File: src/rtl/bmult_acc_if.sv
// Product-in / sum-out handshake bundle for the bmult_acc accumulation stage.
// master drives products and takes results; slave is the accumulator.
interface bmult_acc_if #(
  parameter int unsigned P_W   = 16,
  parameter int unsigned ACC_W = 24,
  parameter int unsigned CNT_W = 9
);
  logic             p_valid;
  logic             p_ready;
  logic [P_W-1:0]   p_data;
  logic             p_last;
  logic             sum_valid;
  logic             sum_ready;
  logic [ACC_W-1:0] sum_data;
  logic [CNT_W-1:0] sum_count;
  logic             sum_ovf;

  modport master (
    output p_valid, p_data, p_last, sum_ready,
    input  p_ready, sum_valid, sum_data, sum_count, sum_ovf
  );

  modport slave (
    input  p_valid, p_data, p_last, sum_ready,
    output p_ready, sum_valid, sum_data, sum_count, sum_ovf
  );
endinterface

File: src/rtl/bmult_acc.sv
// Sums a p_last-terminated burst of unsigned products into an ACC_W accumulator and
// holds the sum, term count and sticky carry flag until the consumer takes them.
module bmult_acc #(
  parameter int unsigned P_W       = 16,
  parameter int unsigned ACC_W     = 24,
  parameter int unsigned MAX_TERMS = 256
) (
  input  logic       clk,
  input  logic       rst_n,
  input  logic       clr,
  bmult_acc_if.slave bus
);
  localparam int unsigned CNT_W = $clog2(MAX_TERMS) + 1;
  localparam logic [CNT_W-1:0] MaxCount = CNT_W'(MAX_TERMS);

  typedef enum logic [1:0] {StIdle, StAccum, StHold} state_e;

  state_e           state_q;
  logic [ACC_W-1:0] acc_q;
  logic [CNT_W-1:0] count_q;
  logic             ovf_q;
  logic             sum_valid_q;
  logic [ACC_W-1:0] sum_data_q;
  logic [CNT_W-1:0] sum_count_q;
  logic             sum_ovf_q;

  logic [ACC_W-1:0] p_ext;
  logic [ACC_W:0]   acc_sum;
  logic             carry;
  logic [CNT_W-1:0] count_inc;
  logic             force_end;
  logic             p_ready;
  logic             p_fire;
  logic             sum_fire;

  always_comb begin
    p_ext            = '0;
    p_ext[P_W-1:0]   = bus.p_data;
    acc_sum          = {1'b0, acc_q} + {1'b0, p_ext};
    carry            = acc_sum[ACC_W];
    count_inc        = count_q + CNT_W'(1);
    force_end        = (count_inc == MaxCount);
  end

  // Not registered: ready must drop with reset and reappear only after HOLD is left.
  assign p_ready  = rst_n && (state_q != StHold);
  assign p_fire   = bus.p_valid && p_ready;
  assign sum_fire = sum_valid_q && bus.sum_ready;

  always_ff @(posedge clk or negedge rst_n) begin
    if (!rst_n) begin
      state_q     <= StIdle;
      acc_q       <= '0;
      count_q     <= '0;
      ovf_q       <= 1'b0;
      sum_valid_q <= 1'b0;
      sum_data_q  <= '0;
      sum_count_q <= '0;
      sum_ovf_q   <= 1'b0;
    end else if (clr) begin
      // Result registers keep stale data; only the valid is dropped.
      state_q     <= StIdle;
      acc_q       <= '0;
      count_q     <= '0;
      ovf_q       <= 1'b0;
      sum_valid_q <= 1'b0;
    end else begin
      case (state_q)
        StIdle: begin
          if (p_fire) begin
            acc_q   <= p_ext;
            count_q <= CNT_W'(1);
            ovf_q   <= 1'b0;
            if (bus.p_last || (MAX_TERMS == 1)) begin
              state_q     <= StHold;
              sum_valid_q <= 1'b1;
              sum_data_q  <= p_ext;
              sum_count_q <= CNT_W'(1);
              sum_ovf_q   <= 1'b0;
            end else begin
              state_q <= StAccum;
            end
          end
        end
        StAccum: begin
          if (p_fire) begin
            acc_q   <= acc_sum[ACC_W-1:0];
            count_q <= count_inc;
            ovf_q   <= ovf_q | carry;
            if (bus.p_last || force_end) begin
              state_q     <= StHold;
              sum_valid_q <= 1'b1;
              sum_data_q  <= acc_sum[ACC_W-1:0];
              sum_count_q <= count_inc;
              sum_ovf_q   <= ovf_q | carry;
            end
          end
        end
        StHold: begin
          if (sum_fire) begin
            state_q     <= StIdle;
            sum_valid_q <= 1'b0;
            acc_q       <= '0;
            count_q     <= '0;
            ovf_q       <= 1'b0;
          end
        end
        default: state_q <= StIdle;
      endcase
    end
  end

  assign bus.p_ready   = p_ready;
  assign bus.sum_valid = sum_valid_q;
  assign bus.sum_data  = sum_data_q;
  assign bus.sum_count = sum_count_q;
  assign bus.sum_ovf   = sum_ovf_q;
endmodule
File: src/flat_wrapper.sv
// flat-port wrapper written by rule: the top's interface ports become plain ports
module bmult_acc_flat 
#(
  parameter int unsigned P_W       = 16,
  parameter int unsigned ACC_W     = 24,
  parameter int unsigned MAX_TERMS = 256
)
  (clk, rst_n, clr, bus_p_valid, bus_p_data, bus_p_last, bus_sum_ready, bus_p_ready, bus_sum_valid, bus_sum_data, bus_sum_count, bus_sum_ovf);
  bmult_acc_if #(.P_W(P_W), .ACC_W(ACC_W)) bus_i ();
  input  logic clk;
  input  logic rst_n;
  input  logic clr;
  input wire logic [$bits(bus_i.p_valid)-1:0] bus_p_valid;
  input wire logic [$bits(bus_i.p_data)-1:0] bus_p_data;
  input wire logic [$bits(bus_i.p_last)-1:0] bus_p_last;
  input wire logic [$bits(bus_i.sum_ready)-1:0] bus_sum_ready;
  output wire logic [$bits(bus_i.p_ready)-1:0] bus_p_ready;
  output wire logic [$bits(bus_i.sum_valid)-1:0] bus_sum_valid;
  output wire logic [$bits(bus_i.sum_data)-1:0] bus_sum_data;
  output wire logic [$bits(bus_i.sum_count)-1:0] bus_sum_count;
  output wire logic [$bits(bus_i.sum_ovf)-1:0] bus_sum_ovf;
  assign bus_i.p_valid = bus_p_valid;
  assign bus_i.p_data = bus_p_data;
  assign bus_i.p_last = bus_p_last;
  assign bus_i.sum_ready = bus_sum_ready;
  assign bus_p_ready = bus_i.p_ready;
  assign bus_sum_valid = bus_i.sum_valid;
  assign bus_sum_data = bus_i.sum_data;
  assign bus_sum_count = bus_i.sum_count;
  assign bus_sum_ovf = bus_i.sum_ovf;
  bmult_acc #(.P_W(P_W), .ACC_W(ACC_W), .MAX_TERMS(MAX_TERMS)) u_core (.clk(clk), .rst_n(rst_n), .clr(clr), .bus(bus_i));
endmodule
File: config.mk
export PLATFORM = sky130hd
export DESIGN_NAME = bmult_acc_flat
export DESIGN_NICKNAME = d
export VERILOG_FILES = /design/src/rtl/bmult_acc_if.sv /design/src/rtl/bmult_acc.sv /design/src/flat_wrapper.sv
export SDC_FILE = /design/constraint.sdc
export NUM_CORES = 1
export LEC_CHECK = 0
export CAP_MARGIN = 5
export CORE_MARGIN = 10
export CORE_UTILIZATION = 50
export DETAILED_ROUTE_END_ITERATION = 8
export PLACE_DENSITY = 0.73
export SLEW_MARGIN = 20
export SYNTH_ARGS = -nofsm -noshare
export SYNTH_HDL_FRONTEND = slang
export SYNTH_SLANG_ARGS = --single-unit
File: constraint.sdc
create_clock -name clk -period 6.3 [get_ports clk]
set_input_delay 1.575 -clock clk [delete_from_list [all_inputs] [get_ports clk]]
set_output_delay 1.575 -clock clk [all_outputs]
set_load 0.01 [all_outputs]
# After elaboration in Yosys (flattened, before gate mapping)
# Cells that the tools add are included.
# totals
output_inout_bits	36
memories	0
mem_bits_rw	0
rom_bits	0
latch_bits	0
in_bits	22
regBits	71
elab_cells	79
# classes
div_mod_pow	0
reduce_logical	11
n_shift	0
eq_ne	13
n_bitwise	2
muxes	43
mul	0
n_addsub	2
n_lt_le_gt_ge	0
# op_table
cell	count
$mux 24	8
$mux 9	8
$pmux 24 s3	1
$pmux 24 s2	1
$pmux 9 s3	1
$add 24x16->25	1
$pmux 9 s2	1
$mux 1	13
$mux 2	6
$ne 3x2->1 const B	4
$reduce_and 6->1	2
$add 9x1->9 const B	1
$eq 9x9->1 const B	1
$reduce_and 4->1	2
$ne 2x1->1 const B	3
$pmux 1 s3	2
$pmux 2 s3	1
$ne 2x2->1 const B	2
$reduce_bool 4->1	1
$logic_and 1x1->1	3
$ne 3x3->1 const B	1
$eq 2x1->1 const B	1
$eq 2x2->1 const B	1
$logic_not 2->1	1
other kinds (5)	5

# Longest topological paths before layout
# Gate-level depths: netlist of the first run.
# logic_depth
word_depth	7
ltp_mapped	10
depth_no_buf	8

# Worst setup path before layout of the first run
# No wires, ideal clock.
# synth_timing
kind	input-to-reg
start	input bus_p_data[0]
end	register u_core.acc_q[10]
setup_time_ps	120
stages	8
required_time_ps	6180
setup_slack_ps	2738
arrival_ps	3442
path_buffers	0
cell_sequence	ha_1 -> fa_1 -> a21o_1 -> a221o_1 -> a21boi_0 -> a21oi_1 -> mux2i_1 -> a31o_2
# synth_between
elab_chain_cells	4
# synth_lines
item	line_no	rtl
start, declared	flat_wrapper.sv:14	input wire logic [$bits(bus_i.p_data)-1:0] bus_p_data;
$add 24x16->25	bmult_acc.sv:39	acc_sum = {1'b0, acc_q} + {1'b0, p_ext};
$mux 24	bmult_acc.sv:86	if (p_fire) begin
$pmux 24 s3	bmult_acc.sv:68	case (state_q)
$mux 24	bmult_acc.sv:60	end else if (clr) begin
end signal, assigned	bmult_acc.sv:71	acc_q <= p_ext;
end signal, assigned	bmult_acc.sv:87	acc_q <= acc_sum[ACC_W-1:0];
end, declared	bmult_acc.sv:19	logic [ACC_W-1:0] acc_q;
# Every way passes these cells. The select of a mux whose other input is x is not followed.
# A chain may end at the register's enable or synchronous reset.

# Worst setup path in the final report of the first run
# layout_timing
start	input rst_n
end	output bus_p_ready
# layout_between
elab_chain_cells	1
# layout_lines
item	line_no	rtl
start, declared	flat_wrapper.sv:11	input logic rst_n;
$logic_and 1x1->1	bmult_acc.sv:46	assign p_ready = rst_n && (state_q != StHold);
end, declared	flat_wrapper.sv:17	output wire logic [$bits(bus_i.p_ready)-1:0] bus_p_ready;
# Every way passes these cells.

==> reports/results.ini, run 1 <==
[floorplan]
die_h_microns = 115
boundaryPins = 58
core_area_sq_um = 8760
start_util = 0.517
die_area_sq_um = 13300
placementRows = 34
die_w_microns = 115

[cts]
cts-resized-gates = 0
clkTransAtPathRegs_ns = 0.08
postCtsHoldBufs = 0
clockRootBuffer = clkbuf_8
cts_tree = done
postCtsSetupRepairBufs = 0
cts_buffers = 9
cts_buffer_depth = 2
h-tree-depth = 3
clock-sinks = 71
insertion_delay_ns = 0.36

[sta]
fin_crit_sh = 0.632
slew_headroom = 0.433
hold_viol = 0
slew_violations = 0
skew_ns = 0.0105
fmax_mhz = 251
worst_pin_slew_ns = 0.848
setup-tns-final_ns = 0
rsz0062_at_grt = no
period_needed_ns = 3.98
finalWorstSetupSlack_ns = 2.32
setup_viol = 0

[worst_setup_path]
crit_family = buffers and inverters
worstSetupPathType = in -> out
crit_buf_inv = 2
critPathLaunchType = primary input
arrival_ns = 2.41
crit_path_max_incr_delay_ns = 0.55
end_kind = primary output
path_cells = buf_2, nor2b_1, clkdlybuf4s50_1
ff2ff_setup_slack_ns = 3.17
cp_slowest_cell = clkdlybuf4s50_1
crit_fanout = 2
critical_path_required_ns = 4.72

[synthesis]
synthFlopType = dfrtp_1
syn-num-nets = 557
async_flop_share = 1.00
netlist_area_sq_um = 4530
avgSynthCellArea_sq_um = 8.81
synth-edff-count = 0
ys_seq_area_frac = 0.392
ys_ff_latch = 71
yosys_warnings = 0
ys_types = 61
netlist_instances = 514

[cells_and_area]
diodes = 0
finalInstanceArea_sq_um = 5340
drive_gt1_frac = 0.0657
area_delta_synth_final_pct = 17.9
finalNonFillerCells = 671
fillers = 792
final_nets = 601

[power_and_ir_drop]
ir_drop_mv = 0.228
power_density_nw_per_um2 = 379
p_leak_nw = 2.28

[global_route]
grt_pass1_vias = 4072
grt_pass1_wl_microns = 20000
antenna_found_initial = 0
track_usage = 0.183
grt_max_degree = 39
grt_overflow = 0

[placement]
post-place-ws_ns = 2.03
gp_congestion = 0.884
io_buffers = 57
dp.cells = 655
place_hpwl_microns = 8640
place_area_sq_um = 5130

[min_path]
worstHoldPathType = reg -> reg

[drt]
dr.first_iter.drc_count = 274
ant_nets = 0
wl_microns = 11900
wl_per_cell_microns = 17.7
firstDrtPassIters = 5
post-route-drc-count = 0
vias_per_cell = 6.07
vias = 4076

[run_status]
status = finished, final reports clean

[flow_run]
cap_violations = 0

==> worst paths after layout <==
| kind | end | startpoint | cells after the start |
|---|---|---|---|
| hold / removal | u_core.bus.sum_data[13] | u_core.bus.sum_data[13] | 2 |
| hold reg to reg | u_core.bus.sum_data[13] | u_core.bus.sum_data[13] | 2 |
| setup reg to reg | u_core.bus.sum_valid | u_core.state_q[1] | 7 |
| min in group asynchronous | u_core.bus.sum_data[6] | rst_n | 2 |
| setup / recovery | bus_p_ready | rst_n | 3 |
| max in group asynchronous | u_core.acc_q[4] | rst_n | 3 |
==> worst reg2reg max path: cells and delay by family, from the launching register on <==
family	cells	cell delay (ns)
buffers and inverters	3	1.01
DFF	1	0.39
adders and majority gates	1	0.48
AOI/OAI and AO/OA	2	0.35
and+or+nand+nor	1	0.83
==> routing by layer <==
metal	global-route usage	part of all wire	vias up
met5	0	0	-
met4	0.0710	0.014	0
met3	0.0302	0.052	20
met2	0.295	0.47	118
met1	0.239	0.46	1979
li1	-	-	1959
==> where the power goes <==
group / leakage [nW] / switching [mW] / internal (mW)
sequential: 0.945 / 0.0667 / 0.561
clock: 0.107 / 0.187 / 0.206
combinational: 1.22 / 0.581 / 0.421
==> state kept, by name, summed over array words and instances, names as in the netlist <==
| register | count |
|---|---|
| u_core.state_q | 2 |
| u_core.bus.sum_count | 9 |
| u_core.bus.sum_ovf | 1 |
| u_core.acc_q | 24 |
| u_core.bus.sum_data | 24 |
| u_core.bus.sum_valid | 1 |
| u_core.count_q | 9 |
| u_core.ovf_q | 1 |
==> area by class of cell <==
cell class	instances	area, sq um	share of cell area
Multi-Input combinational cell	397	2550	0.477
Inverter	16	60.1	0.0112
Tap cell	108	135	0.0253
Timing Repair Buffer	63	611	0.114
Sequential cell	71	1780	0.333
Clock buffer	12	155	0.0291
Clock inverter	4	52.6	0.00984
==> logic make-up after synthesis <==
kind of cell	Yosys count	synth area share
compound gates	179	0.258
simple gates	160	0.170
flops	71	0.392
buf+inv	46	0.0453
xor+xnor	27	0.0522
fa+ha+maj	21	0.0597
mux	10	0.0221
==> synth_stat cells, types with 4 or more instances <==
cell type | n | area, sq um
dfrtp_1 | 71 | 1780
nand2_1 | 58 | 218
o21ai_0 | 47 | 235
a21oi_1 | 40 | 200
nor2_1 | 29 | 109
ha_1 | 20 | 250
xnor2_1 | 19 | 166
clkbuf_1 | 18 | 67.6
and3_1 | 14 | 87.6
inv_1 | 14 | 52.6
nand3_1 | 14 | 70.1
a21o_1 | 11 | 82.6
o21ai_1 | 11 | 55.1
mux2i_1 | 10 | 100
o31ai_1 | 10 | 75.1
or3_1 | 10 | 62.6
buf_2 | 8 | 40.0
nand4_1 | 8 | 50.1
xor2_1 | 8 | 70.1
o211ai_1 | 7 | 52.6
a31oi_1 | 6 | 37.5
nand2b_1 | 6 | 37.5
nor3_1 | 6 | 30.0
a22oi_1 | 5 | 37.5
o21a_1 | 4 | 30.0
o41ai_1 | 4 | 35.0
==> layout by cell type (no fill, tap or decap), drive strengths merged, types with 12 or more instances in the layout <==
cell | netlist | final
inv | 14 | 15
dfrtp | 71 | 71
clkbuf | 18 | 12
o21ai | 58 | 58
nand2 | 58 | 58
nand3 | 14 | 14
xnor2 | 19 | 19
clkdlybuf4s50 | 0 | 56
nor2 | 29 | 29
and3 | 14 | 14
a21oi | 40 | 40
ha | 20 | 20
==> through the flow <==
step	utilization	hold WS, ns	power, mW
after global routing	0.609	0.512	2.17
after detailed placement	0.586	0.470	1.63
final	0.609	0.482	2.02
after floorplan	-	0.451	1.30
after global placement	0.586	0.459	1.61
after CTS	0.609	0.488	2.03
Power figures use the tool's default switching activity.
==> inputs of run 2 (changes only) <==
==> constraint.sdc (replaced) <==
create_clock -name clk -period 3.76 [get_ports clk]
set_input_delay 0.94 -clock clk [delete_from_list [all_inputs] [get_ports clk]]
set_output_delay 0.94 -clock clk [all_outputs]
set_load 0.01 [all_outputs]
==> run 2 against run 1 <==
- clock skew hardly changed
- hold slack worse by 0.021 ns
- wire length is 0.23% higher
- count of clock-buffer cells in the layout is 1 lower
- non-clock buffer count is 3 higher
- global-route usage is 0.21 points higher
- via count hardly changed
- sequential power is 67% higher
- critical path type is now in -> reg
- clock power is 79% higher
- highest routed layer unchanged
- power is 71% higher
==> reports/results.ini, run 2 (synthesis results as in run 1) <==
[run_status]
status = finished, final reports clean

[worst_setup_path]
crit_fanout = 5  ; +3
end_kind = flop
critPathLaunchType = primary input
worstSetupPathType = in -> reg
arrival_ns = 3.58  ; +1.17 ns
critical_path_required_ns = 4.01  ; -0.71 ns

[global_route]
grt_max_degree = 63  ; +62%
antenna_found_initial = 0  ; unchanged
grt_pass1_wl_microns = 20200  ; +1.4%
grt_overflow = 0  ; unchanged
grt_pass1_vias = 4169  ; +2.4%
track_usage = 0.185  ; +0.00208

[cts]
clockRootBuffer = clkbuf_8
clkTransAtPathRegs_ns = 0.09  ; about the same
cts-resized-gates = 0  ; unchanged
insertion_delay_ns = 0.36  ; about the same
postCtsHoldBufs = 0  ; unchanged
clock-sinks = 71  ; unchanged
cts_buffer_depth = 2  ; unchanged
cts_tree = done
h-tree-depth = 3  ; unchanged
cts_buffers = 9  ; unchanged
postCtsSetupRepairBufs = 0  ; unchanged

[sta]
slew_headroom = 0.454  ; +0.0214
setup-tns-final_ns = 0  ; unchanged
fmax_mhz = 301
hold_viol = 0  ; unchanged
worst_pin_slew_ns = 0.819  ; -0.0294 ns
period_needed_ns = 3.32
slew_violations = 0  ; unchanged
fin_crit_sh = 0.884
skew_ns = 0.0108  ; +0.000323 ns
setup_viol = 0  ; unchanged
rsz0062_at_grt = no

[drt]
wl_met1_microns = 5160  ; -5.5%
ant_nets = 0  ; unchanged
topRoutingLayerUsed = met4
firstDrtPassIters = 5  ; unchanged
post-route-drc-count = 0  ; unchanged
wl_per_cell_microns = 17.6  ; -0.22%
route.met3.wl_microns = 791  ; +29%
vias_per_cell = 6.04  ; -0.54%
vias = 4072  ; -0.098%
dr.first_iter.drc_count = 279  ; +1.8%
wl_microns = 11900  ; +0.23%
dr_wl_met2_microns = 5610  ; about the same

[placement]
io_buffers = 57  ; unchanged
gp_congestion = 0.858  ; -2.9%
place_hpwl_microns = 8680  ; +0.51%
dp.cells = 658  ; +0.46%

[floorplan]
die_area_sq_um = 13300  ; unchanged
placementRows = 34  ; unchanged
die_h_microns = 115  ; unchanged
core_area_sq_um = 8760  ; unchanged
boundaryPins = 58  ; unchanged
start_util = 0.517  ; unchanged
die_w_microns = 115  ; unchanged

[power_and_ir_drop]
power_density_nw_per_um2 = 643  ; +70%
p_leak_nw = 2.29  ; +0.74%
ir_drop_mv = 0.380  ; +66%

[cells_and_area]
final_nets = 604  ; +0.50%
area_delta_synth_final_pct = 18.8
finalNonFillerCells = 674  ; +0.45%
diodes = 0  ; unchanged
fillers = 776  ; -2.0%
drive_gt1_frac = 0.0707  ; +0.00495
final_common_cell = dfrtp_1
layout_common_cells = dfrtp_1, nand2_1, clkdlybuf4s50_1

[min_path]
worstHoldPathType = in -> async

[flow_run]
cap_violations = 0  ; unchanged

run 2: cell types whose count changed in the layout (fill, tap and decap cells not counted), sizes merged:
cell,change
bufinv,+1
inv,-1
clkinvlp,+1
buf,+3
clkbuf,-1
run 2: path summary, 6_finish.rpt:
path,from,end,slack (ns),cells past startpoint
worst max-delay path,bus_p_data[0],u_core.ovf_q,0.44,9
worst min-delay path,rst_n,u_core.bus.sum_data[11],0.46,1
worst max register to register,u_core.state_q[0],u_core.bus.sum_data[15],1.10,8
worst min register to register,u_core.bus.sum_count[8],u_core.bus.sum_count[8],0.47,2
max in group asynchronous,rst_n,u_core.acc_q[10],2.16,2
min in group clk,u_core.bus.sum_count[8],u_core.bus.sum_count[8],0.47,2
run 2: metal layers:
metal | vias to the layer above | track usage
met5 | - | 0
met4 | 0 | 0.0883
met3 | 21 | 0.0422
met2 | 130 | 0.293
met1 | 1953 | 0.233
li1 | 1968 | -
run 2: final cells by class:
class	instances	area (sq um)	area share
clock buffers	11	141	0.0263
flip-flops and latches	71	1780	0.330
well taps	108	135	0.0251
inverters	16	60.1	0.0112
multi-input cells	397	2550	0.474
repair buffers	66	633	0.118
clock inverters	5	81.3	0.0151
run 2: power by group:
group / leakage [nW] / switching [mW] / internal, mW
Clock: 0.110 / 0.310 / 0.392
Sequential: 0.945 / 0.112 / 0.939
Combinational: 1.24 / 0.982 / 0.722
run 2: through the flow:
step / total power, mW / setup slack (ns) / hold slack (ns) / area, sq um / util
after CTS: 3.47 / 0.454 / 0.464 / 5380 / 0.614
after global placement: 2.71 / 0.190 / 0.457 / 5150 / 0.588
final: 3.46 / 0.436 / 0.462 / 5380 / 0.614
after floorplan: 2.19 / 0.833 / 0.451 / 4530 / -
after global routing: 3.70 / 0.281 / 0.469 / 5380 / 0.614
after detailed placement: 2.75 / 0.0941 / 0.465 / 5150 / 0.588
run 2: critical path: stages:
cell             delay (ns)
clkdlybuf4s50_1        0.46
ha_1                   0.26
fa_1                   0.42
a21o_1                 0.19
a221o_1                0.38
a21o_1                 0.25
o21bai_1               0.36
nor3_1                 0.12
o22a_1                 0.19
==> inputs of run 3 (changes only) <==
--- a/config.mk
+++ b/config.mk
@@ -10,7 +10,7 @@
 export CORE_UTILIZATION = 50
 export DETAILED_ROUTE_END_ITERATION = 8
 export PLACE_DENSITY = 0.73
-export SLEW_MARGIN = 20
+export SLEW_MARGIN = 0
 export SYNTH_ARGS = -nofsm -noshare
 export SYNTH_HDL_FRONTEND = slang
 export SYNTH_SLANG_ARGS = --single-unit
==> results of run 3 <==
The final DEF is identical to that of run 2; final timing and power are the same.
==> RTL change 1 (settings of run 2) <==
Reset style: synchronous (`rst_n`), changed in one clocked block.
--- a/src/rtl/bmult_acc.sv
+++ b/src/rtl/bmult_acc.sv
@@ -48,5 +48,5 @@
   assign sum_fire = sum_valid_q && bus.sum_ready;
 
-  always_ff @(posedge clk or negedge rst_n) begin
+  always_ff @(posedge clk) begin
     if (!rst_n) begin
       state_q     <= StIdle;
Check against the original RTL: differs if rst_n is asserted again (counterexample within 4 cycles, from zero or initial values and one cycle with rst_n low); with rst_n held inactive, the same outputs for 4 cycles.
==> RTL change 1 against run 2 <==
- area after synthesis shrank 6.6%
- die area shrank 5.4%
- global-route usage shrank 1.0 points
- sequential cell count is the same
- highest routed layer unchanged
- critical endpoint is now u_core.bus.sum_data[12]
- worst setup slack lost 49 ps
- design area shrank 6.1%
- via count shrank 3.1%
- hold slack gained 14 ps
- routed wire length shrank 7.8%
Power is not compared: it rests on default switching activity, and its combinational part moved more than twofold at a synthesized area within 25%.
==> RTL change 1: results (changes against run 2) <==
* Dpl hpwl at 7.65 mm (was 8.68 mm)
* Clock Skew at 9.74 ps (was 10.8 ps)
* Area contributors post-synth: dfxtp_1 (34%), ha_1 (6.2%), a21oi_1 (5.3%) (was dfrtp_1 (39%), ha_1 (5.5%), o21ai_0 (5.2%))
* DR iter-0 viols at 215 (was 279)
* Routability congestion estimate at 0.874 (was 0.858)
* Pin count of the biggest net entering global routing at 49 (was 63)
* Post-synth cell types at 68 (was 61)
* Placed Area at 4860 µm² (was 5150 µm²)
* Ys async rst share at 0 (was 1.00)
* Status: complete, no violations (unchanged)
* Via density at 5.90 (was 6.04)
* Vias in the first global route at 3906 (was 4169)
* Critical Path Start: bus_p_data[5] (was bus_p_data[0])
* Seq/Total Area, Yosys at 0.336 (was 0.392)
* Mapped Nets at 555 (was 557)
* Worst-path fanout max at 4 (was 5)
* Worst r2r src: u_core.count_q[0] (was u_core.state_q[0])
* First-pass GRT wire length at 18.9 mm (was 20.2 mm)
* Worst-Margin Slew at 537 ps (was 819 ps)
* WP data required at 4030 ps (was 4010 ps)
* Min-delay worst type: register to register (was primary input to asynchronous set/reset pin)
* Layout Nets at 603 (was 604)
* Synth Flop Type: dfxtp_1 (was dfrtp_1)
* Clk_lat worst skew at 340 ps (was 360 ps)
* Most instantiated cells after synthesis: dfxtp_1 (71), a21oi_1 (45), nor2_1 (45) (was dfrtp_1 (71), nand2_1 (58), o21ai_0 (47))
* CP peak stage delay at 450 ps
* Switching Fraction at 0.288
* Filler cell count at 733 (was 776)
* WL per Instance at 16.4 µm (was 17.6 µm)
* Layout cell share with drive strength beyond 1 at 0.0869 (was 0.0707)
* CP max-delay cell: clkdlybuf4s50_1 (unchanged)
* Critical path's top delay family: compound AO/OA/AOI/OAI gates (unchanged)
## RTL change 1: cell types whose count changed in the layout (fill, tap and decap cells not counted), sizes merged, moves of 8 or more
cell	run 2	this run
dfrtp	71	0
dfxtp	0	71
o21ai	58	32
nor2	29	47
nand2	58	41
a211oi	3	14
a21oi	40	50
a31oi	6	16
or3	11	2
o31ai	11	3
## RTL change 1: cell families (layout without fill, tap and decap cells)
family                   count (synthesis)  count (layout)  share of synthesized area
adder cells (fa/ha/maj)                 22              22                     0.0668
XOR/XNOR                                25              25                     0.0518
buffers and inverters                   42              95                     0.0461
AND/OR/NAND/NOR                        176             176                      0.215
AO/OA/AOI/OAI                          161             161                      0.251
flip-flops                              71              71                      0.336
multiplexers                            14              14                     0.0334
## RTL change 1: power by group through the flow
| stage | sequential (mW) | combinational, mW | clock [mW] |
|---|---|---|---|
| finish | 0.784 | 0.321 | 0.598 |
| global route | 0.787 | 0.357 | 0.644 |
| floorplan | 0.803 | 0.207 | 0 |
| CTS | 0.784 | 0.319 | 0.610 |
| global placement | 0.801 | 0.312 | 0 |
| detailed placement | 0.802 | 0.316 | 0 |
## RTL change 1: path summary, 6_finish.rpt
| kind | cells past startpoint | endpoint | slack, ps |
|---|---|---|---|
| max | 9 | u_core.bus.sum_data[12] | 390 |
| min | 1 | u_core.bus.sum_ovf | 480 |
| max reg2reg | 8 | u_core.bus.sum_data[20] | 810 |
| min reg2reg | 1 | u_core.bus.sum_ovf | 480 |
## RTL change 1: area by class of cell
| type | instances | share of cell area |
|---|---|---|
| clock buffers | 13 | 0.0275 |
| clock inverters | 3 | 0.00868 |
| flip-flops and latches | 71 | 0.282 |
| multi-input cells | 398 | 0.518 |
| repair buffers | 69 | 0.131 |
| well taps | 105 | 0.0260 |
| inverters | 10 | 0.00744 |
## RTL change 1: per-layer routing
metal	up-vias	part of all wire	track usage
li1	1957	-	-
met1	1871	0.46	0.223
met2	103	0.47	0.281
met3	13	0.056	0.0424
met4	0	0.012	0.0575
met5	-	0	0
## RTL change 1: per-stage QoR
stage	total power [mW]	instances	hold WS (ps)	setup WS, ps	utilization
floorplan	1.01	511	448	779	-
global placement	1.11	653	459	176	0.592
detailed placement	1.12	653	464	86.6	0.592
CTS	1.71	669	482	454	0.614
global route	1.79	669	497	179	0.614
finish	1.70	669	476	388	0.614
==> RTL change 2 (config.mk and constraints of run 2) <==
Without the edit above. `ACC_W` is set to 24 in 3 places; all go to 28.
--- a/src/rtl/bmult_acc_if.sv
+++ b/src/rtl/bmult_acc_if.sv
@@ -3,5 +3,5 @@
 interface bmult_acc_if #(
   parameter int unsigned P_W   = 16,
-  parameter int unsigned ACC_W = 24,
+  parameter int unsigned ACC_W = 28,
   parameter int unsigned CNT_W = 9
 );
--- a/src/rtl/bmult_acc.sv
+++ b/src/rtl/bmult_acc.sv
@@ -3,5 +3,5 @@
 module bmult_acc #(
   parameter int unsigned P_W       = 16,
-  parameter int unsigned ACC_W     = 24,
+  parameter int unsigned ACC_W     = 28,
   parameter int unsigned MAX_TERMS = 256
 ) (
--- a/src/flat_wrapper.sv
+++ b/src/flat_wrapper.sv
@@ -3,5 +3,5 @@
 #(
   parameter int unsigned P_W       = 16,
-  parameter int unsigned ACC_W     = 24,
+  parameter int unsigned ACC_W     = 28,
   parameter int unsigned MAX_TERMS = 256
 )
Interface: changed (resized bus_sum_data); port bits go from 58 to 62. The function was not compared with the original's and may differ.
==> RTL change 2 against run 2 <==
- design area rose by 9.5%
- via count increased by 11%
- power fell by 15%
- area after synthesis rose by 10%
- worst setup slack better by 24 ps
- highest routed layer unchanged
- routed wire length grew 11%
- critical endpoint is now u_core.acc_q[27]
- sequential cell count is 8 higher
- global-route usage rose by 0.29 points
==> RTL change 2: results (changes against run 2) <==
* H-tree depth at 3 (unchanged)
* Worst-Margin Slew at 1040 ps (was 819 ps)
* Area of the multi-input gates at 2790 µm² (was 2550 µm²)
* Post-Place Worst Slack at 109 ps (was 94.1 ps)
* Filler cell count at 910 (was 776)
* Placed Area at 5690 µm² (was 5150 µm²)
* Worst-path fanout max at 10 (was 5)
* Placed cell count at 758 (was 658)
* WL per Instance at 17.1 µm (was 17.6 µm)
* Drt pass-1 iters at 5 (unchanged)
* Min-delay worst type: register to register (was primary input to asynchronous set/reset pin)
* Post-Synth Adder-Cell Area at 0.0542 (was 0.0597)
* Post-CTS Setup Bufs at 0 (unchanged)
* First-pass GRT wire length at 22.3 mm (was 20.2 mm)
* Via density at 5.84 (was 6.04)
* VDD IR-drop max at 0.219 mV (was 0.380 mV)
* Layout cell share with drive strength beyond 1 at 0.0671 (was 0.0707)
* Mapped Nets at 629 (was 557)
* Most instantiated cells after synthesis: nand2_1 (87), dfrtp_1 (79), o21ai_0 (66) (was dfrtp_1 (71), nand2_1 (58), o21ai_0 (47))
* Pin count of the biggest net entering global routing at 55 (was 63)
* Cell count after synthesis at 586 (was 514)
* Clock Skew at 14.3 ps (was 10.8 ps)
* Post-synth cell types at 54 (was 61)
* Number of port buffers at 61 (was 57)
* Resize count post-CTS at 0 (unchanged)
* CP Data Arrival Time at 3570 ps (was 3580 ps)
* ANT cells at 0 (unchanged)
* Final Non-Filler Cells at 774 (was 674)
* GR Util All Layers at 0.188 (was 0.185)
* Area contributors post-synth: dfrtp_1 (40%), o21ai_0 (6.6%), nand2_1 (6.5%) (was dfrtp_1 (39%), ha_1 (5.5%), o21ai_0 (5.2%))
* Flop2flop setup slack at 770 ps (was 1100 ps)
* Worst hold slack at 483 ps (was 462 ps)
* Routability congestion estimate at 0.918 (was 0.858)
* Multiplexer area fraction after synthesis at 0.0201 (was 0.0221)
* Synth Flop Type: dfrtp_1 (unchanged)
* Ys async rst share at 1.00 (unchanged)
* Min-delay src: u_core.bus.sum_data[4]
* Compound-gate portion of the synthesized area at 0.226 (was 0.258)
* DR iter-0 viols at 434 (was 279)
* Status: complete, no violations (unchanged)
* Worst r2r src: u_core.count_q[0] (was u_core.state_q[0])
* Vias in the first global route at 4497 (was 4169)
* Antenna violations before repair at 0 (unchanged)
* Clk buf depth at 2 (unchanged)
* Reg-to-reg critical path endpoint: u_core.bus.sum_data[13] (was u_core.bus.sum_data[15])
* Layout Nets at 679 (was 604)
* Leakage power at 2.47 nW (was 2.29 nW)
* Clk_lat worst skew at 380 ps (was 360 ps)
* XOR/XNOR Fraction of Synth Area at 0.0577 (was 0.0522)
* CTS root buf: clkbuf_8 (unchanged)
* CP max-delay cell: ha_1 (was clkdlybuf4s50_1)
* Dpl hpwl at 9.62 mm (was 8.68 mm)
* Seq/Total Area, Yosys at 0.396 (was 0.392)
* Max-cap violation count at 0 (unchanged)
RTL change 2: cell types whose count changed after synthesis, sizes merged, moves of 6 or more:
cell / delta
o31ai: +6
xor2: +7
or3: -7
nor2: +16
dfrtp: +8
a311oi: +6
a31oi: +7
a22oi: -6
nor3: +10
a21o: -8
nand2: +29
o21ai: +10
RTL change 2: worst max-delay path by stage:
stage / start / end / slack [ps] / depth (start not counted)
final: bus_p_data[11] / u_core.acc_q[27] / 460 / 8
after floorplan: bus_p_data[0] / u_core.bus.sum_data[26] / 930 / 9
after detailed placement: bus_p_data[11] / u_core.acc_q[27] / 110 / 8
after global placement: bus_p_data[0] / u_core.acc_q[20] / 210 / 10
after global routing: bus_p_data[11] / u_core.acc_q[27] / 310 / 8
after CTS: bus_p_data[11] / u_core.acc_q[27] / 500 / 8
RTL change 2: power by group:
part	internal, mW	switching, mW	total [mW]
logic	0.513	0.718	1.23
registers	0.988	0.0893	1.08
clock network	0.281	0.339	0.620
RTL change 2: critical path, delay by kind of cell:
kind | cells | cell delay (ps)
AOI/OAI and AO/OA | 4 | 1220
adders and majority gates | 1 | 470
buffers and inverters | 1 | 460
and+or+nand+nor | 2 | 460
RTL change 2: cell families after synthesis:
group	after synthesis
simple gates	214
compound gates	178
flops	79
buf+inv	52
xor+xnor	32
fa+ha+maj	21
mux	10
RTL change 2: layout make-up:
type / count / area share
Timing Repair Buffer: 73 / 0.119
Inverter: 18 / 0.0115
Tap cell: 133 / 0.0283
Multi-Input combinational cell: 455 / 0.473
Sequential cell: 79 / 0.336
Clock inverter: 5 / 0.00680
Clock buffer: 11 / 0.0257
RTL change 2: metal layers:
layer	share of wire	global-route usage	vias up
met3	0.054	0.0370	15
met1	0.47	0.248	2172
met4	0.015	0.0633	0
met5	0	0	-
li1	-	-	2210
met2	0.47	0.301	120
